## src/rtl/cu_config_sequencer_if.sv

```systemverilog
// Configuration port, compute-unit control and field bus for cu_config_sequencer.
// The slave modport is the sequencer; the master modport is the fabric/unit side.
interface cu_config_sequencer_if #(
  parameter int W  = 7,
  parameter int CW = 8
);
  logic          cfg_valid;
  logic          cfg_ready;
  logic [2:0]    cfg_addr;
  logic [CW-1:0] cfg_data;
  logic          abort;
  logic          busy;
  logic          seq_done;
  logic [W-1:0]  result_out;
  logic          cu_config_enable;
  logic          cu_enable;
  logic          cu_done;
  logic [W-1:0]  cu_result;
  logic [W-1:0]  cu_opcode;
  logic [W-1:0]  cu_opA_local;
  logic [W-1:0]  cu_opA_remote;
  logic [W-1:0]  cu_opB_local;
  logic [W-1:0]  cu_opB_remote;
  logic          cu_opA_isLocal;
  logic          cu_opB_isLocal;
  logic          cu_rmux0;
  logic          cu_rmux1;

  modport slave (
    input  cfg_valid, cfg_addr, cfg_data, abort, cu_done, cu_result,
    output cfg_ready, busy, seq_done, result_out, cu_config_enable, cu_enable,
           cu_opcode, cu_opA_local, cu_opA_remote, cu_opB_local, cu_opB_remote,
           cu_opA_isLocal, cu_opB_isLocal, cu_rmux0, cu_rmux1
  );

  modport master (
    output cfg_valid, cfg_addr, cfg_data, abort, cu_done, cu_result,
    input  cfg_ready, busy, seq_done, result_out, cu_config_enable, cu_enable,
           cu_opcode, cu_opA_local, cu_opA_remote, cu_opB_local, cu_opB_remote,
           cu_opA_isLocal, cu_opB_isLocal, cu_rmux0, cu_rmux1
  );
endinterface

```

## src/rtl/cu_config_sequencer.sv

```systemverilog
// Configuration-and-run controller for one compute unit: holds the static field
// registers, strobes config once, then keeps the unit enabled for run_count done events.
module cu_config_sequencer #(
  parameter int W  = 7,
  parameter int CW = 8
) (
  input  logic               clk,
  input  logic               reset,
  cu_config_sequencer_if.slave bus
);

  typedef enum logic [1:0] {
    ST_IDLE   = 2'd0,
    ST_CONFIG = 2'd1,
    ST_RUN    = 2'd2,
    ST_DONE   = 2'd3
  } state_t;

  state_t        state_q, state_d;
  logic [CW-1:0] iter_q, iter_d;
  logic [W-1:0]  result_q, result_d;
  logic [CW-1:0] run_count_q;
  logic [W-1:0]  opcode_q, opa_local_q, opa_remote_q, opb_local_q, opb_remote_q;
  logic [3:0]    flags_q;
  logic          ready_s;
  logic          accept_s;
  logic [CW-1:0] last_s;

  // Ready is held low during reset and whenever abort is pending.
  assign ready_s  = reset && (state_q == ST_IDLE) && !bus.abort;
  assign accept_s = bus.cfg_valid && ready_s;
  assign last_s   = (run_count_q == {CW{1'b0}}) ? {CW{1'b0}} : (run_count_q - CW'(1));

  // Next-state, iteration counter and result capture.
  always_comb begin
    state_d  = state_q;
    iter_d   = iter_q;
    result_d = result_q;
    if (bus.abort) begin
      state_d = ST_IDLE;
      iter_d  = {CW{1'b0}};
    end else begin
      case (state_q)
        ST_IDLE: begin
          if (accept_s && (bus.cfg_addr == 3'd7)) begin
            state_d = ST_CONFIG;
            iter_d  = {CW{1'b0}};
          end else begin
            state_d = ST_IDLE;
          end
        end
        ST_CONFIG: begin
          state_d = ST_RUN;
        end
        ST_RUN: begin
          if (bus.cu_done) begin
            if (iter_q == last_s) begin
              state_d  = ST_DONE;
              result_d = bus.cu_result;
            end else begin
              iter_d = iter_q + CW'(1);
            end
          end else begin
            state_d = ST_RUN;
          end
        end
        ST_DONE: begin
          state_d = ST_IDLE;
        end
        default: begin
          state_d = ST_IDLE;
        end
      endcase
    end
  end

  // Control state, iteration counter and captured result.
  always_ff @(posedge clk or negedge reset) begin
    if (!reset) begin
      state_q  <= ST_IDLE;
      iter_q   <= {CW{1'b0}};
      result_q <= {W{1'b0}};
    end else begin
      state_q  <= state_d;
      iter_q   <= iter_d;
      result_q <= result_d;
    end
  end

  // Field register file, written only by accepted beats.
  always_ff @(posedge clk or negedge reset) begin
    if (!reset) begin
      opcode_q     <= {W{1'b0}};
      opa_local_q  <= {W{1'b0}};
      opa_remote_q <= {W{1'b0}};
      opb_local_q  <= {W{1'b0}};
      opb_remote_q <= {W{1'b0}};
      flags_q      <= 4'd0;
      run_count_q  <= {CW{1'b0}};
    end else if (accept_s) begin
      case (bus.cfg_addr)
        3'd0:    opcode_q     <= bus.cfg_data[W-1:0];
        3'd1:    opa_local_q  <= bus.cfg_data[W-1:0];
        3'd2:    opa_remote_q <= bus.cfg_data[W-1:0];
        3'd3:    opb_local_q  <= bus.cfg_data[W-1:0];
        3'd4:    opb_remote_q <= bus.cfg_data[W-1:0];
        3'd5:    flags_q      <= bus.cfg_data[3:0];
        3'd6:    run_count_q  <= bus.cfg_data;
        default: ;
      endcase
    end
  end

  assign bus.cfg_ready        = ready_s;
  assign bus.busy             = (state_q != ST_IDLE);
  assign bus.seq_done         = (state_q == ST_DONE);
  assign bus.cu_config_enable = (state_q == ST_CONFIG);
  assign bus.cu_enable        = (state_q == ST_RUN);
  assign bus.result_out       = result_q;
  assign bus.cu_opcode        = opcode_q;
  assign bus.cu_opA_local     = opa_local_q;
  assign bus.cu_opA_remote    = opa_remote_q;
  assign bus.cu_opB_local     = opb_local_q;
  assign bus.cu_opB_remote    = opb_remote_q;
  assign bus.cu_opA_isLocal   = flags_q[0];
  assign bus.cu_opB_isLocal   = flags_q[1];
  assign bus.cu_rmux0         = flags_q[2];
  assign bus.cu_rmux1         = flags_q[3];

endmodule
```

## src/flat_wrapper.sv

```systemverilog
// flat-port wrapper written by rule: the top's interface ports become plain ports
module cu_config_sequencer_flat 
#(
  parameter int W  = 7,
  parameter int CW = 8
)
  (clk, reset, bus_cfg_valid, bus_cfg_addr, bus_cfg_data, bus_abort, bus_cu_done, bus_cu_result, bus_cfg_ready, bus_busy, bus_seq_done, bus_result_out, bus_cu_config_enable, bus_cu_enable, bus_cu_opcode, bus_cu_opA_local, bus_cu_opA_remote, bus_cu_opB_local, bus_cu_opB_remote, bus_cu_opA_isLocal, bus_cu_opB_isLocal, bus_cu_rmux0, bus_cu_rmux1);
  cu_config_sequencer_if #(.W(W), .CW(CW)) bus_i ();
  input  logic clk;
  input  logic reset;
  input wire logic [$bits(bus_i.cfg_valid)-1:0] bus_cfg_valid;
  input wire logic [$bits(bus_i.cfg_addr)-1:0] bus_cfg_addr;
  input wire logic [$bits(bus_i.cfg_data)-1:0] bus_cfg_data;
  input wire logic [$bits(bus_i.abort)-1:0] bus_abort;
  input wire logic [$bits(bus_i.cu_done)-1:0] bus_cu_done;
  input wire logic [$bits(bus_i.cu_result)-1:0] bus_cu_result;
  output wire logic [$bits(bus_i.cfg_ready)-1:0] bus_cfg_ready;
  output wire logic [$bits(bus_i.busy)-1:0] bus_busy;
  output wire logic [$bits(bus_i.seq_done)-1:0] bus_seq_done;
  output wire logic [$bits(bus_i.result_out)-1:0] bus_result_out;
  output wire logic [$bits(bus_i.cu_config_enable)-1:0] bus_cu_config_enable;
  output wire logic [$bits(bus_i.cu_enable)-1:0] bus_cu_enable;
  output wire logic [$bits(bus_i.cu_opcode)-1:0] bus_cu_opcode;
  output wire logic [$bits(bus_i.cu_opA_local)-1:0] bus_cu_opA_local;
  output wire logic [$bits(bus_i.cu_opA_remote)-1:0] bus_cu_opA_remote;
  output wire logic [$bits(bus_i.cu_opB_local)-1:0] bus_cu_opB_local;
  output wire logic [$bits(bus_i.cu_opB_remote)-1:0] bus_cu_opB_remote;
  output wire logic [$bits(bus_i.cu_opA_isLocal)-1:0] bus_cu_opA_isLocal;
  output wire logic [$bits(bus_i.cu_opB_isLocal)-1:0] bus_cu_opB_isLocal;
  output wire logic [$bits(bus_i.cu_rmux0)-1:0] bus_cu_rmux0;
  output wire logic [$bits(bus_i.cu_rmux1)-1:0] bus_cu_rmux1;
  assign bus_i.cfg_valid = bus_cfg_valid;
  assign bus_i.cfg_addr = bus_cfg_addr;
  assign bus_i.cfg_data = bus_cfg_data;
  assign bus_i.abort = bus_abort;
  assign bus_i.cu_done = bus_cu_done;
  assign bus_i.cu_result = bus_cu_result;
  assign bus_cfg_ready = bus_i.cfg_ready;
  assign bus_busy = bus_i.busy;
  assign bus_seq_done = bus_i.seq_done;
  assign bus_result_out = bus_i.result_out;
  assign bus_cu_config_enable = bus_i.cu_config_enable;
  assign bus_cu_enable = bus_i.cu_enable;
  assign bus_cu_opcode = bus_i.cu_opcode;
  assign bus_cu_opA_local = bus_i.cu_opA_local;
  assign bus_cu_opA_remote = bus_i.cu_opA_remote;
  assign bus_cu_opB_local = bus_i.cu_opB_local;
  assign bus_cu_opB_remote = bus_i.cu_opB_remote;
  assign bus_cu_opA_isLocal = bus_i.cu_opA_isLocal;
  assign bus_cu_opB_isLocal = bus_i.cu_opB_isLocal;
  assign bus_cu_rmux0 = bus_i.cu_rmux0;
  assign bus_cu_rmux1 = bus_i.cu_rmux1;
  cu_config_sequencer #(.W(W), .CW(CW)) u_core (.clk(clk), .reset(reset), .bus(bus_i));
endmodule
```

## config.mk

```make
export PLATFORM = sky130hd
export DESIGN_NAME = cu_config_sequencer_flat
export DESIGN_NICKNAME = d
export VERILOG_FILES = /design/src/rtl/cu_config_sequencer_if.sv /design/src/rtl/cu_config_sequencer.sv /design/src/flat_wrapper.sv
export SDC_FILE = /design/constraint.sdc
export NUM_CORES = 1
export LEC_CHECK = 0
export BUFFER_PORTS_ARGS = -buffer_cell sky130_fd_sc_hd__buf_4
export CAP_MARGIN = 20
export CELL_PAD_IN_SITES_DETAIL_PLACEMENT = 0
export CELL_PAD_IN_SITES_GLOBAL_PLACEMENT = 1
export CORE_ASPECT_RATIO = 0.75
export CORE_UTILIZATION = 35
export CTS_CLUSTER_SIZE = 8
export DETAILED_ROUTE_END_ITERATION = 16
export PLACE_DENSITY = 0.74
export REMOVE_ABC_BUFFERS = 1
export SLEW_MARGIN = 20
export SYNTH_ARGS = -nofsm -noshare
export SYNTH_HDL_FRONTEND = slang
export SYNTH_SLANG_ARGS = --single-unit
```

## constraint.sdc

```tcl
create_clock -name clk -period 6.1 [get_ports clk]
set_input_delay 0.305 -clock clk [delete_from_list [all_inputs] [get_ports clk]]
set_output_delay 0.305 -clock clk [all_outputs]
set_load 0.02 [all_outputs]
```

# Word-level counts from Yosys, hierarchy flattened
# Index checks and enable logic that the tools add are counted.
[word_totals]
out_inout_bits = 51
regBits = 64
input_bits = 23
word_cells = 58
[op_classes]
muxes = 11
add_sub_neg = 2
bitwise_logic = 1
reduce_logical = 19
n_eq_ne = 15
[ops]
columns = ["cell", "count"]
rows = [
  ["8-bit 2-to-1 mux", 5],
  ["8-bit one-hot mux with 2 select lines", 1],
  ["2-bit AND reduction", 7],
  ["3-bit == test, second input constant", 4],
  ["3-bit inequality test, second input constant", 3],
  ["8-bit by 1-bit adder with 8-bit output, second input constant", 1],
  ["8-bit == test", 1],
  ["8-bit zero test", 1],
  ["2-bit one-hot mux with 4 select lines", 1],
  ["4-bit AND reduction", 2],
  ["8-bit by 1-bit subtractor with 8-bit output, second input constant", 1],
  ["3-bit by 2-bit == test with 1-bit output, second input constant", 2],
  ["2-bit 2-to-1 mux", 3],
  ["2-bit == test, second input constant", 2],
  ["1-bit logical AND", 4],
  ["4-bit by 3-bit inequality test with 1-bit output, second input constant", 1],
  ["3-bit by 1-bit == test with 1-bit output, second input constant", 1],
  ["3-bit zero test", 1],
  ["3-bit nonzero test", 1],
  ["2-bit by 1-bit == test with 1-bit output, second input constant", 1],
  ["2-bit zero test", 1],
  ["2-bit nonzero test", 1],
  ["1-bit zero test", 1],
  ["1-bit 2-to-1 mux", 1],
  ["1-bit NOT", 1],
]

# Logic depth before layout (Yosys ltp)
[logic_depth]
depth_word = 8
depth_mapped = 11
depth_no_buf = 9

# Worst setup path after synthesis
# OpenSTA, ideal clock, no wires.
[synth_timing]
path_kind = "register to register"
startpoint = "register u_core.run_count_q[0]"
endpoint = "register u_core.state_q[0]"
t_required_ns = 6.017
path_buffers = 2
path_stages_with_launch = 12
synth_period_minus_slack_ns = 3.258
arrival_time_ns = 3.176
setup_slack_ns = 2.842
path_cell_list = "dfrtp_1 inv_1 ha_1 buf_2 or4b_4 or4b_1 and3_1 a211o_1 or4_1 buf_6 a211o_1 o21ai_0"
[synth_via]
elab_chain_cells = 4
elab_cells_between_ends = 5
classes_between = "add/sub: 1; eq/ne: 2; mux: 1; reduce/logical: 1"
[synth_rtl]
columns = ["element", "line", "rtl"]
rows = [
  ["start, declared", "cu_config_sequencer.sv:22", "logic [CW-1:0] run_count_q;"],
  ["start signal, assigned", "cu_config_sequencer.sv:99", "run_count_q <= {CW{1'b0}};"],
  ["start signal, assigned", "cu_config_sequencer.sv:108", "3'd6: run_count_q <= bus.cfg_data;"],
  ["8-bit by 1-bit subtractor with 8-bit output or 8-bit zero test (tied branches)", "cu_config_sequencer.sv:32", "assign last_s = (run_count_q == {CW{1'b0}}) ? {CW{1'b0}} : (run_count_q - CW'(1));"],
  ["8-bit 2-to-1 mux (*)", "cu_config_sequencer.sv:32", ""],
  ["8-bit == test (*)", "cu_config_sequencer.sv:57", "if (iter_q == last_s) begin"],
  ["4-bit by 3-bit inequality test with 1-bit output (no source line) (*)", "-", ""],
  ["end signal, assigned", "cu_config_sequencer.sv:84", "state_q <= state_d;"],
  ["end, declared", "cu_config_sequencer.sv:19", "state_t state_q, state_d;"],
]
# Mark *: on every way between the ends. The rest lies on a longest branch, timed or not.
# A chain may end at the register's enable or synchronous reset.

# Worst setup path in the final report
# Ends and elaborated chain as after synthesis.

==> results.json <==
{
  "p_per_area_nw_per_um2": 357.8,
  "synth-seq-cells": 64,
  "setup_viol": 0,
  "worst_setup_path_start_kind": "register",
  "rsz0062_at_grt": "no",
  "ir_drop_v": 0.0002165,
  "via_count": 2302,
  "pin_count": 74,
  "postRouteAntennaNets": 0,
  "cts_max_level": 3,
  "wirelength_um": 6996,
  "synthFlopType": "dfrtp_1",
  "p_int_mw": 1.080,
  "post-route-min-period_ns": 3.576,
  "syn_avg_cell_area_um2": 12.26,
  "synthCells": 252,
  "required_ns": 6.34,
  "place_congestion": 0.8108,
  "fp.dieArea_um2": 9214,
  "clock_path_buffers": 2,
  "switchingPower_mw": 0.3897,
  "std_cell_rows": 29,
  "cts_setup_buffers": 0,
  "die_h_um": 83.38,
  "fin_ws_ns": 2.524,
  "cts_tree": "built",
  "yosysTopAreaCell": "dfrtp_1",
  "p_leak_nw": 1.948,
  "initial_utilization_pct": 36.24,
  "cp_max_fo": 8,
  "ctsHoldBuffers": 0,
  "cts.sinks": 64,
  "wl_met1_um": 3390,
  "maxSlewViolCount": 0,
  "post_drt_wl_per_cell_um": 15.86,
  "drv_cap": 0,
  "antenna_found_initial": 0,
  "synth_area_leaders": "dfrtp_1 52%, mux2_2 20%, ha_1 2.4%, nand3_1 1.9%, or4_1 1.7%",
  "final_cell_mix": "76 x buf_4, 64 x dfrtp_1, 54 x mux2_2, 12 x nand3_1",
  "finalHoldViolations": 0,
  "grt.total_usage_pct": 16.41,
  "drive_gt1_share_pct": 45.95,
  "finalCritPeriodShare_pct": 58.62,
  "fmax_mhz": 279.6,
  "via_per_inst": 5.220,
  "syn2layout_area_growth_pct": 32.91,
  "post_cts_resized": 0,
  "setup_tns_ns": 0,
  "comb_power_share_pct": 22.3,
  "postPlaceCellArea_um2": 3742,
  "clock_latency_ns": 0.32,
  "fp.dieW_um": 110.5,
  "worstPathArrival_ns": 3.82,
  "synth-edff-count": 0,
  "fin_area_um2": 4108,
  "timing.setup.critical_path_class": "register to register",
  "total_power_mw": 1.470,
  "slew-limit-headroom_pct": 45.41,
  "yosys.area.top_type_share_pct": 51.82,
  "clock_power_share_pct": 41.6,
  "io_buffers": 73,
  "p_sw_share_pct": 26.51,
  "met3WireLength_um": 456,
  "fin_cells": 441,
  "routed-wl-met2_um": 3037,
  "final_common_cell": "buf_4",
  "grt_pass1_vias": 2304,
  "grt_overflow": 0,
  "preCtsSetupSlack_ns": 2.553,
  "seq_power_share_pct": 36.1,
  "synthesis.area_um2": 3090,
  "core_area_um2": 8527,
  "fin_skew_ns": 0.004075,
  "cp-end-kind": "register",
  "grt_max_degree": 66,
  "detail_route.first_pass.iterations": 4,
  "dp_hpwl_um": 5041,
  "grt_pass1_wl_um": 11810,
  "top_signal_layer_used": "met4",
  "post-route-drc-count": 0,
  "cts-root-buf": "clkbuf_16",
  "clkSlewWorstSetupHoldPaths_ns": 0.05,
  "status": "finished, final reports clean",
  "diodes": 0,
  "nets": 357,
  "place_inst": 425,
  "async_flop_share_pct": 100.0,
  "fillCellCount": 771,
  "drt-initial-drc-count": 110,
  "hp-class": "primary input to asynchronous set/reset pin",
  "worst-slew-pin-transition_ns": 0.8188,
  "ys_seq_area_share_pct": 51.82,
  "synth.distinct_cells": 47,
  "yosys_warnings": 0,
  "cts_buffers": 9
}
==> synth_stat cells, types with 2 or more instances <==
library cell  count
a211o_1           3
a21oi_1           5
and3_1            3
buf_2             2
buf_6             2
clkbuf_1          7
dfrtp_1          64
ha_1              6
inv_1            10
mux2_2           54
nand2_1          10
nand3_1          12
nand3b_1          5
nor2_1            6
nor2b_1           3
nor3_1            6
nor3b_1           2
nor4_1            2
o211ai_1          6
o21ai_0           4
o31ai_1           3
or3_1             3
or3b_2            2
or4_1             7
xnor2_1           2
xor2_1            2
==> cell type report <==
type                       instances  area, um2  share of cell area [%]
clock buffer                      12      266.5                   6.488
clock inverter                     4      98.84                   2.406
inverter                          10      37.54                  0.9138
multi-input combinational        167       1398                   34.02
sequential                        64       1602                   38.99
tap                              108      135.1                   3.290
timing repair buffer              76      570.5                   13.89
==> worst paths after layout <==
check | startpoint | end | slack, ns | depth (start not counted)
min in group clk | bus_cu_result[6] | u_core.bus.result_out[6] | 0.21 | 2
max in group asynchronous | reset | u_core.bus.result_out[0] | 5.48 | 1
max reg2reg | u_core.run_count_q[0] | u_core.state_q[0] | 2.52 | 9
max | u_core.run_count_q[0] | u_core.state_q[0] | 2.52 | 9
min | reset | u_core.bus.result_out[1] | 0.05 | 1
min reg2reg | u_core.bus.cu_opA_remote[5] | u_core.bus.cu_opA_remote[5] | 0.51 | 1
==> logic make-up (layout without fill, tap and decap cells) <==
family,count (synthesis),after routing,synth area share [%]
buffers and inverters,21,102,3.118
AND/OR/NAND/NOR,69,69,13.28
multiplexers,55,55,20.00
AO/OA/AOI/OAI,32,32,7.328
adder cells (fa/ha/maj),6,6,2.429
flip-flops,64,64,51.82
XOR/XNOR,5,5,2.025
==> state kept, by name (all words and copies together), names as in the netlist <==
name	flops
u_core.bus.cu_opA_local	7
u_core.bus.cu_opcode	7
u_core.run_count_q	8
u_core.bus.cu_opA_remote	7
u_core.bus.cu_opB_local	7
u_core.iter_q	8
u_core.state_q	2
u_core.flags_q	4
u_core.bus.result_out	7
u_core.bus.cu_opB_remote	7
==> power groups by stage <==
| stage | registers, mW | logic (mW) | clock network (mW) |
|---|---|---|---|
| floorplan | 0.592 | 0.132 | 0 |
| global placement | 0.536 | 0.327 | 0 |
| detailed placement | 0.538 | 0.330 | 0 |
| CTS | 0.531 | 0.331 | 0.627 |
| global route | 0.541 | 0.353 | 0.645 |
| finish | 0.531 | 0.327 | 0.611 |
==> per-layer routing <==
layer	track usage (%)	vias to the layer above
met2	23.66	62
met5	0	-
met4	6.545	0
met1	22.64	1153
li1	-	1080
met3	5.474	7
==> critical path, cell delays in order (launching register included) <==
cell and delay (ns):
dfrtp_1 0.44, inv_1 0.10, ha_1 0.30, or4b_4 0.51, or4b_1 0.50, and3_1 0.20, a211o_1 0.30, or4_1 0.73
a211o_1 0.35, o21ai_0 0.07
==> metrics by stage <==
| stage | hold slack, ns | util, % |
|---|---|---|
| finish | 0.04980 | 48.17 |
| CTS | 0.1101 | 48.17 |
| global placement | 0.4538 | 43.83 |
| floorplan | 0.009409 | - |
| detailed placement | 0.4620 | 43.89 |
| global route | 0.1405 | 48.17 |
No activity file was read; power rests on OpenSTA's default activity.
